[src/rtl/punc_ctrl_mw_pkg.sv]
// Shared encodings for the PUnC multi-cycle control slice: opcodes, FSM states,
// datapath mux selects and the bundled control-output word.
package punc_ctrl_mw_pkg;

  localparam logic [3:0] OP_BR   = 4'b0000;
  localparam logic [3:0] OP_ADD  = 4'b0001;
  localparam logic [3:0] OP_LD   = 4'b0010;
  localparam logic [3:0] OP_ST   = 4'b0011;
  localparam logic [3:0] OP_JSR  = 4'b0100;
  localparam logic [3:0] OP_AND  = 4'b0101;
  localparam logic [3:0] OP_LDR  = 4'b0110;
  localparam logic [3:0] OP_STR  = 4'b0111;
  localparam logic [3:0] OP_RTI  = 4'b1000;
  localparam logic [3:0] OP_NOT  = 4'b1001;
  localparam logic [3:0] OP_LDI  = 4'b1010;
  localparam logic [3:0] OP_STI  = 4'b1011;
  localparam logic [3:0] OP_JMP  = 4'b1100;
  localparam logic [3:0] OP_RSV  = 4'b1101;
  localparam logic [3:0] OP_LEA  = 4'b1110;
  localparam logic [3:0] OP_HALT = 4'b1111;

  typedef enum logic [2:0] {
    S_FETCH, S_DECODE, S_EXEC, S_MEM_I, S_MEM_D, S_HALT, S_FAULT
  } state_t;

  localparam logic [1:0] ADDR_PC    = 2'd0;
  localparam logic [1:0] ADDR_OFF9  = 2'd1;
  localparam logic [1:0] ADDR_BOFF6 = 2'd2;
  localparam logic [1:0] ADDR_MAR   = 2'd3;

  localparam logic [1:0] WSEL_ALU  = 2'd0;
  localparam logic [1:0] WSEL_MEM  = 2'd1;
  localparam logic [1:0] WSEL_PC   = 2'd2;
  localparam logic [1:0] WSEL_OFF9 = 2'd3;

  localparam logic [1:0] PCSRC_OFF9  = 2'd0;
  localparam logic [1:0] PCSRC_OFF11 = 2'd1;
  localparam logic [1:0] PCSRC_BASE  = 2'd2;

  localparam logic [1:0] ALU_ADD  = 2'd0;
  localparam logic [1:0] ALU_AND  = 2'd1;
  localparam logic [1:0] ALU_PASS = 2'd2;
  localparam logic [1:0] ALU_NOT  = 2'd3;

  typedef struct packed {
    logic       mem_req;
    logic       mem_we;
    logic [1:0] addr_sel;
    logic       ir_ld;
    logic       pc_inc;
    logic       pc_ld;
    logic [1:0] pc_src;
    logic       mar_ld;
    logic       rf_we;
    logic [2:0] rf_waddr;
    logic [2:0] rf_raddr0;
    logic [2:0] rf_raddr1;
    logic [1:0] rf_wsel;
    logic [1:0] alu_op;
    logic       alu_b_sel;
    logic       cc_ld;
    logic       cc_sel;
    logic       instr_retired;
    logic       halted;
    logic       fault;
  } ctrl_t;

  function automatic logic is_store(input logic [3:0] op);
    return (op == OP_ST) || (op == OP_STR) || (op == OP_STI);
  endfunction

  // Data-access address source once any indirection has been resolved into MAR.
  function automatic logic [1:0] mem_d_sel(input logic [3:0] op);
    case (op)
      OP_LDR, OP_STR: return ADDR_BOFF6;
      OP_LDI, OP_STI: return ADDR_MAR;
      default:        return ADDR_OFF9;
    endcase
  endfunction

endpackage

[src/rtl/punc_mem_timeout.sv]
// Memory-access watchdog: counts unanswered request cycles and flags when the
// limit is reached while a request is still pending.
import punc_ctrl_mw_pkg::*;

module punc_mem_timeout #(
  parameter int TIMEOUT_CYC = 64
) (
  input  logic clk,
  input  logic rst,
  input  logic clr,
  input  logic busy,
  output logic expired
);

  localparam int CW = (TIMEOUT_CYC > 0) ? $clog2(TIMEOUT_CYC + 1) : 1;
  localparam logic [CW-1:0] LIM = CW'(TIMEOUT_CYC);

  logic [CW-1:0] r_cnt;

  // Saturates at the limit so a stalled FSM never wraps back to a benign count.
  always_ff @(posedge clk) begin
    if (rst || clr)
      r_cnt <= '0;
    else if (busy && (r_cnt != LIM))
      r_cnt <= r_cnt + 1'b1;
  end

  assign expired = (TIMEOUT_CYC != 0) && busy && (r_cnt == LIM);

endmodule

[src/rtl/punc_ctrl_mw.sv]
// PUnC LC3 multi-cycle control FSM with ready-handshaked memory, access
// timeout trap, debug single-step and a per-instruction retire pulse.
import punc_ctrl_mw_pkg::*;

module punc_ctrl_mw #(
  parameter int TIMEOUT_CYC = 64,
  parameter bit STEP_EN     = 1'b1
) (
  input  logic        clk,
  input  logic        rst,
  input  logic [15:0] ir,
  input  logic        n,
  input  logic        z,
  input  logic        p,
  input  logic        mem_rdy,
  input  logic        dbg_step_mode,
  input  logic        dbg_step,
  output logic        mem_req,
  output logic        mem_we,
  output logic [1:0]  mem_addr_sel,
  output logic        ir_ld,
  output logic        pc_inc,
  output logic        pc_ld,
  output logic [1:0]  pc_src,
  output logic        mar_ld,
  output logic        rf_we,
  output logic [2:0]  rf_waddr,
  output logic [2:0]  rf_raddr0,
  output logic [2:0]  rf_raddr1,
  output logic [1:0]  rf_wsel,
  output logic [1:0]  alu_op,
  output logic        alu_b_sel,
  output logic        cc_ld,
  output logic        cc_sel,
  output logic        instr_retired,
  output logic        halted,
  output logic        fault
);

  state_t     r_state, w_next;
  ctrl_t      w_c, w_o;
  logic       r_step_pend;
  logic       w_step_hold, w_tmo, w_tmo_clr;
  logic [3:0] w_op;
  logic       w_unused;

  assign w_op        = ir[15:12];
  assign w_unused    = ^ir[4:3];
  assign w_step_hold = STEP_EN && dbg_step_mode && !r_step_pend;
  assign w_tmo_clr   = !w_c.mem_req || mem_rdy;

  punc_mem_timeout #(.TIMEOUT_CYC(TIMEOUT_CYC)) u_tmo (
    .clk     (clk),
    .rst     (rst),
    .clr     (w_tmo_clr),
    .busy    (w_c.mem_req),
    .expired (w_tmo)
  );

  always_ff @(posedge clk) begin
    if (rst) r_state <= S_FETCH;
    else     r_state <= w_next;
  end

  // A step pulse may land mid-instruction; hold it until the next fetch completes.
  always_ff @(posedge clk) begin
    if (rst)
      r_step_pend <= 1'b0;
    else if (STEP_EN && dbg_step)
      r_step_pend <= 1'b1;
    else if (w_c.ir_ld)
      r_step_pend <= 1'b0;
  end

  always_comb begin
    w_c    = '0;
    w_next = r_state;
    case (r_state)
      S_FETCH: begin
        if (!w_step_hold) begin
          w_c.mem_req  = 1'b1;
          w_c.addr_sel = ADDR_PC;
          if (w_tmo)
            w_next = S_FAULT;
          else if (mem_rdy) begin
            w_c.ir_ld  = 1'b1;
            w_c.pc_inc = 1'b1;
            w_next     = S_DECODE;
          end
        end
      end
      S_DECODE: begin
        w_c.rf_raddr0 = ir[8:6];
        w_c.rf_raddr1 = ir[2:0];
        case (w_op)
          OP_HALT:                     w_next = S_HALT;
          OP_RTI, OP_RSV:              w_next = S_FAULT;
          OP_LDI, OP_STI:              w_next = S_MEM_I;
          OP_LD, OP_LDR, OP_ST, OP_STR: w_next = S_MEM_D;
          default:                     w_next = S_EXEC;
        endcase
      end
      S_EXEC: begin
        w_c.instr_retired = 1'b1;
        w_next            = S_FETCH;
        case (w_op)
          OP_ADD, OP_AND, OP_NOT: begin
            w_c.alu_op    = (w_op == OP_ADD) ? ALU_ADD :
                            (w_op == OP_AND) ? ALU_AND : ALU_NOT;
            w_c.alu_b_sel = (w_op != OP_NOT) && ir[5];
            w_c.rf_we     = 1'b1;
            w_c.rf_waddr  = ir[11:9];
            w_c.rf_wsel   = WSEL_ALU;
            w_c.cc_ld     = 1'b1;
          end
          OP_BR: begin
            w_c.pc_ld  = (n & ir[11]) | (z & ir[10]) | (p & ir[9]);
            w_c.pc_src = PCSRC_OFF9;
          end
          OP_JMP: begin
            w_c.pc_ld  = 1'b1;
            w_c.pc_src = PCSRC_BASE;
          end
          OP_JSR: begin
            w_c.rf_we    = 1'b1;
            w_c.rf_waddr = 3'd7;
            w_c.rf_wsel  = WSEL_PC;
            w_c.pc_ld    = 1'b1;
            w_c.pc_src   = ir[11] ? PCSRC_OFF11 : PCSRC_BASE;
          end
          OP_LEA: begin
            w_c.rf_we    = 1'b1;
            w_c.rf_waddr = ir[11:9];
            w_c.rf_wsel  = WSEL_OFF9;
            w_c.cc_ld    = 1'b1;
          end
          default: ;
        endcase
      end
      S_MEM_I: begin
        w_c.mem_req  = 1'b1;
        w_c.addr_sel = ADDR_OFF9;
        if (w_tmo)
          w_next = S_FAULT;
        else if (mem_rdy) begin
          w_c.mar_ld = 1'b1;
          w_next     = S_MEM_D;
        end
      end
      S_MEM_D: begin
        w_c.mem_req  = 1'b1;
        w_c.addr_sel = mem_d_sel(w_op);
        if (is_store(w_op)) begin
          w_c.mem_we    = 1'b1;
          w_c.rf_raddr0 = ir[11:9];
        end
        if (w_tmo)
          w_next = S_FAULT;
        else if (mem_rdy) begin
          if (!is_store(w_op)) begin
            w_c.rf_we    = 1'b1;
            w_c.rf_waddr = ir[11:9];
            w_c.rf_wsel  = WSEL_MEM;
            w_c.cc_ld    = 1'b1;
            w_c.cc_sel   = 1'b1;
          end
          w_c.instr_retired = 1'b1;
          w_next            = S_FETCH;
        end
      end
      S_HALT:  w_c.halted = 1'b1;
      S_FAULT: w_c.fault  = 1'b1;
      default: w_next = S_FETCH;
    endcase
  end

  // Reset cycle forces every control line low, so a reset mid-access writes nothing.
  assign w_o = rst ? '0 : w_c;

  assign mem_req       = w_o.mem_req;
  assign mem_we        = w_o.mem_we;
  assign mem_addr_sel  = w_o.addr_sel;
  assign ir_ld         = w_o.ir_ld;
  assign pc_inc        = w_o.pc_inc;
  assign pc_ld         = w_o.pc_ld;
  assign pc_src        = w_o.pc_src;
  assign mar_ld        = w_o.mar_ld;
  assign rf_we         = w_o.rf_we;
  assign rf_waddr      = w_o.rf_waddr;
  assign rf_raddr0     = w_o.rf_raddr0;
  assign rf_raddr1     = w_o.rf_raddr1;
  assign rf_wsel       = w_o.rf_wsel;
  assign alu_op        = w_o.alu_op;
  assign alu_b_sel     = w_o.alu_b_sel;
  assign cc_ld         = w_o.cc_ld;
  assign cc_sel        = w_o.cc_sel;
  assign instr_retired = w_o.instr_retired;
  assign halted        = w_o.halted;
  assign fault         = w_o.fault;

endmodule

[config.mk]
export PLATFORM = sky130hd
export DESIGN_NAME = punc_ctrl_mw
export DESIGN_NICKNAME = d
export VERILOG_FILES = /design/src/rtl/punc_ctrl_mw_pkg.sv /design/src/rtl/punc_mem_timeout.sv /design/src/rtl/punc_ctrl_mw.sv
export SDC_FILE = /design/constraint.sdc
export NUM_CORES = 1
export LEC_CHECK = 0
export ABC_AREA = 1
export CAP_MARGIN = 40
export CORE_ASPECT_RATIO = 0.9
export CORE_UTILIZATION = 42
export DETAILED_ROUTE_END_ITERATION = 8
export HOLD_SLACK_MARGIN = 0.12
export PLACE_DENSITY = 0.8
export SLEW_MARGIN = 30
export SYNTH_ARGS = -nofsm -noshare
export SYNTH_HDL_FRONTEND = slang
export SYNTH_SLANG_ARGS = --single-unit
[constraint.sdc]
create_clock -name clk -period 1.73 [get_ports clk]
set_input_delay 0.2595 -clock clk [delete_from_list [all_inputs] [get_ports clk]]
set_output_delay 0.2595 -clock clk [all_outputs]
set_load 0.1 [all_outputs]
==> impl_metrics.json, run 1 <==
{
  "outcome": "did not finish",
  "failing_step": "3_5_place_dp",
  "error": "[ERROR DPL-0033] detailed placement checks failed during check placement.",
  "ios": 54,
  "synth-seq-area-share": 0.178,
  "syn-num-nets": 238,
  "die_x_um": 59.2,
  "place.gp.congestion": 0.842,
  "io_buffer_count": 51,
  "hpwl_um": 6220,
  "fp.dieH_um": 53.5,
  "syn_area_per_cell_um2": 5.84,
  "synthArstFlopShare": 0,
  "ys.flop_type": "dfxtp_1",
  "yosysWarnings": 0,
  "num_rows": 18,
  "start_util": 0.447,
  "postSynthCellCount": 212,
  "synth-edff-count": 0,
  "yosys_register_bits": 11,
  "synth_area_um2": 1240,
  "yosys.cell_types.count": 34
}
## cell usage after synthesis, types with 2 or more instances
cell | instances | share of area
nor2_1 | 34 | 0.10
xnor2_1 | 2 | 0.014
nand2_1 | 57 | 0.17
o21ai_0 | 2 | 0.0081
nor2_4 | 3 | 0.027
a22oi_1 | 3 | 0.018
nand3_1 | 12 | 0.048
a21oi_1 | 17 | 0.069
clkinv_2 | 2 | 0.0081
nor3_1 | 4 | 0.016
o21ai_1 | 3 | 0.012
ha_1 | 2 | 0.020
inv_2 | 4 | 0.012
nor2_2 | 3 | 0.015
inv_1 | 28 | 0.085
nand2_4 | 4 | 0.036
a211oi_1 | 2 | 0.012
nor4_1 | 2 | 0.010
buf_4 | 2 | 0.012
buf_6 | 2 | 0.018
dfxtp_1 | 11 | 0.18
## per-stage QoR
step	hold slack, ns	instance area [µm²]	setup TNS, ns	worst slack, ns	std cells
global placement	0.471	2730	-5.40	-0.333	344
floorplan	0.377	1560	-3.06	-0.270	212
## cells by family after synthesis
kind of cell,Yosys count,synth area share
simple gates,125,0.492
buf+inv,39,0.138
xor+xnor,3,0.0212
fa+ha+maj,2,0.0202
compound gates,32,0.151
flops,11,0.178
==> run 2: changes to the inputs <==
Settings changed: CORE_AREA set to 2 2 63 65, CORE_ASPECT_RATIO 0.9 to not set, CORE_UTILIZATION 42 to not set, DIE_AREA set to 0 0 65 67, HOLD_SLACK_MARGIN 0.12 to not set, PLACE_DENSITY 0.8 to not set, PLACE_DENSITY_LB_ADDON set to 0.15.
==> impl_metrics.json, run 2 <==
{
  "outcome": "finished with violations",
  "violations": "negative setup slack",
  "cts_made_buffers": 3,
  "worstSetupStartpointType": "flip-flop",
  "crit_chain": "buf_6 > nand3_4 > nor2_4 > nand2_4 > a311oi_4 > buf_12",
  "clk_latency_ns": 0.25,
  "layout_min_cycle_time_ns": 1.96,
  "die_x_um": 65,
  "layout_commonest_cell": "buf_4",
  "first_pass_iters": 5,
  "tightest_slew_ns": 0.367,
  "synthTopCellsByArea": "dfxtp_1 18%, nand2_1 17%, nor2_1 10%",
  "grt_max_degree": 13,
  "finalHoldViolCount": 0,
  "core_area_um2": 3610,
  "syn-num-nets": 238,
  "synth-edff-count": 0,
  "synthToLayoutAreaGrowth_pct": 161,
  "setup_tns_ns": -4.09,
  "synth-seq-area-share": 0.178,
  "leakage_uw": 0.00135,
  "yosys.cell_types.count": 34,
  "synth_top_cells_by_count": "57 x nand2_1, 34 x nor2_1, 28 x inv_1",
  "fmax_mhz": 511,
  "place.gp.congestion": 0.883,
  "routed_wirelength_um": 7220,
  "skew_ns": 0.00421,
  "yosysMostFrequentCell": "nand2_1",
  "drive_above_1_share": 0.626,
  "crit_type": "flip-flop to primary output",
  "stdcell_count": 374,
  "syn_area_per_cell_um2": 5.84,
  "place_area_um2": 2740,
  "antennaDiodeCount": 0,
  "grt_pass1_wl_um": 9000,
  "drc": 0,
  "cts_max_path_buffers": 2,
  "grt.total_usage": 0.274,
  "post-route-period-util": 1.13,
  "reg_top3": "u_tmo.r_cnt: 7 flops, r_state: 3 flops, r_step_pend: 1 flops",
  "cp_slowest_stage_delay_ns": 0.42,
  "critical_path_required_ns": 1.47,
  "powerDensity_nw_per_um2": 875,
  "finalSetupViolations": 27,
  "fp.dieH_um": 67,
  "fin_util": 0.897,
  "tritoncts": "done",
  "drtIter0Drc": 146,
  "drtAntennaViolNets": 0,
  "max_slew_margin": 0.753,
  "start_util": 0.344,
  "worst_slack_ns": -0.225,
  "dr_total_vias": 2012,
  "rsz0062_at_grt": "yes",
  "io_buffer_count": 51,
  "root_buffer": "clkbuf_8",
  "final_nets": 353,
  "cp_max_fo": 5,
  "fin_area_um2": 3230,
  "synthArstFlopShare": 0,
  "synth.top_cell.area_share": 0.178,
  "hpwl_um": 3810,
  "cts.sinks": 11,
  "synth_area_um2": 1240,
  "yosys_register_bits": 11,
  "largest_reg_flops": 7,
  "place_inst": 351,
  "max_cap_viol_count": 0,
  "p_total_uw": 2830,
  "routedWlPerCell_um": 19.3,
  "vias_per_cell": 5.38,
  "hold_class": "flip-flop to flip-flop",
  "num_rows": 22,
  "cp.arrival_ns": 1.70,
  "grt_pass1_vias": 2000,
  "h-tree-depth": 1,
  "ys.flop_type": "dfxtp_1",
  "yosysWarnings": 0,
  "irDropWorstVdd_mv": 0.615,
  "end_kind": "primary output",
  "final_max_slew_viol_count": 0,
  "fp.dieArea_um2": 4360,
  "ios": 54,
  "clk_pin_slew_ns": 0.05,
  "final_cell_mix": "49 x buf_4, 38 x nand2_1, 34 x buf_12, 25 x nor2_4, 16 x inv_1",
  "antenna_found_initial": 0,
  "grt_overflow": 0,
  "crit_slowest_cell": "dfxtp_4",
  "cpLargestDelayFamily": "flip-flops",
  "worst-path-buf-inv": 2,
  "largest-register": "u_tmo.r_cnt",
  "yosysTopAreaCell": "dfxtp_1",
  "postSynthCellCount": 212
}
[run 2: worst paths after layout]
kind	from	end	slack (ns)	cells past startpoint
worst max register to register	u_tmo.r_cnt[1]	u_tmo.r_cnt[6]	-0.03	13
worst min-delay path	u_tmo.r_cnt[5]	u_tmo.r_cnt[5]	0.49	2
worst min register to register	u_tmo.r_cnt[5]	u_tmo.r_cnt[5]	0.49	2
worst max-delay path	r_state[1]	pc_ld	-0.23	6
[run 2: worst min-delay path, stage by stage (launching register included)]
cell	delay, ns
dfxtp_1	0.32
nand2_1	0.06
a21oi_1	0.06
[run 2: area by class of cell]
cell class / count / area [µm²]
repair buffers: 115 / 1380
clock buffers: 4 / 45.0
inverters: 34 / 146
multi-input cells: 162 / 1370
well taps: 48 / 60.1
fillers: 144 / 372
flip-flops and latches: 11 / 234
[run 2: per-layer routing]
metal | track usage | up-vias | wire (µm)
li1 | - | 907 | -
met1 | 0.274 | 966 | 2690
met2 | 0.524 | 106 | 3820
met3 | 0.0456 | 33 | 381
met4 | 0.170 | 0 | 339
met5 | 0 | - | 0
[run 2: cells by family after synthesis]
logic type,after synthesis,synth area share
AO/OA/AOI/OAI,32,0.151
XOR/XNOR,3,0.0212
adder cells (fa/ha/maj),2,0.0202
buffers and inverters,39,0.138
flip-flops,11,0.178
AND/OR/NAND/NOR,125,0.492
[run 2: repair_timing]
item	in CTS	in global routing
endpoints found under the hold margin	0	0
setup endpoints to repair	30	32
setup buffers	13	10
gates resized for setup	54	42
hold buffers	0	0
pin swaps	26	22
[run 2: metrics by stage]
step | worst slack, ns | hold WS, ns
floorplan | -0.270 | 0.377
global placement | -0.420 | 0.468
detailed placement | -0.457 | 0.483
CTS | -0.183 | 0.490
global route | -0.285 | 0.531
finish | -0.225 | 0.495
[run 2: power breakdown]
part / internal, µW / switching [µW]
combinational: 863 / 1330
clock: 163 / 113
sequential: 295 / 67.4
Note: power is estimated with default switching activity, not from simulation.
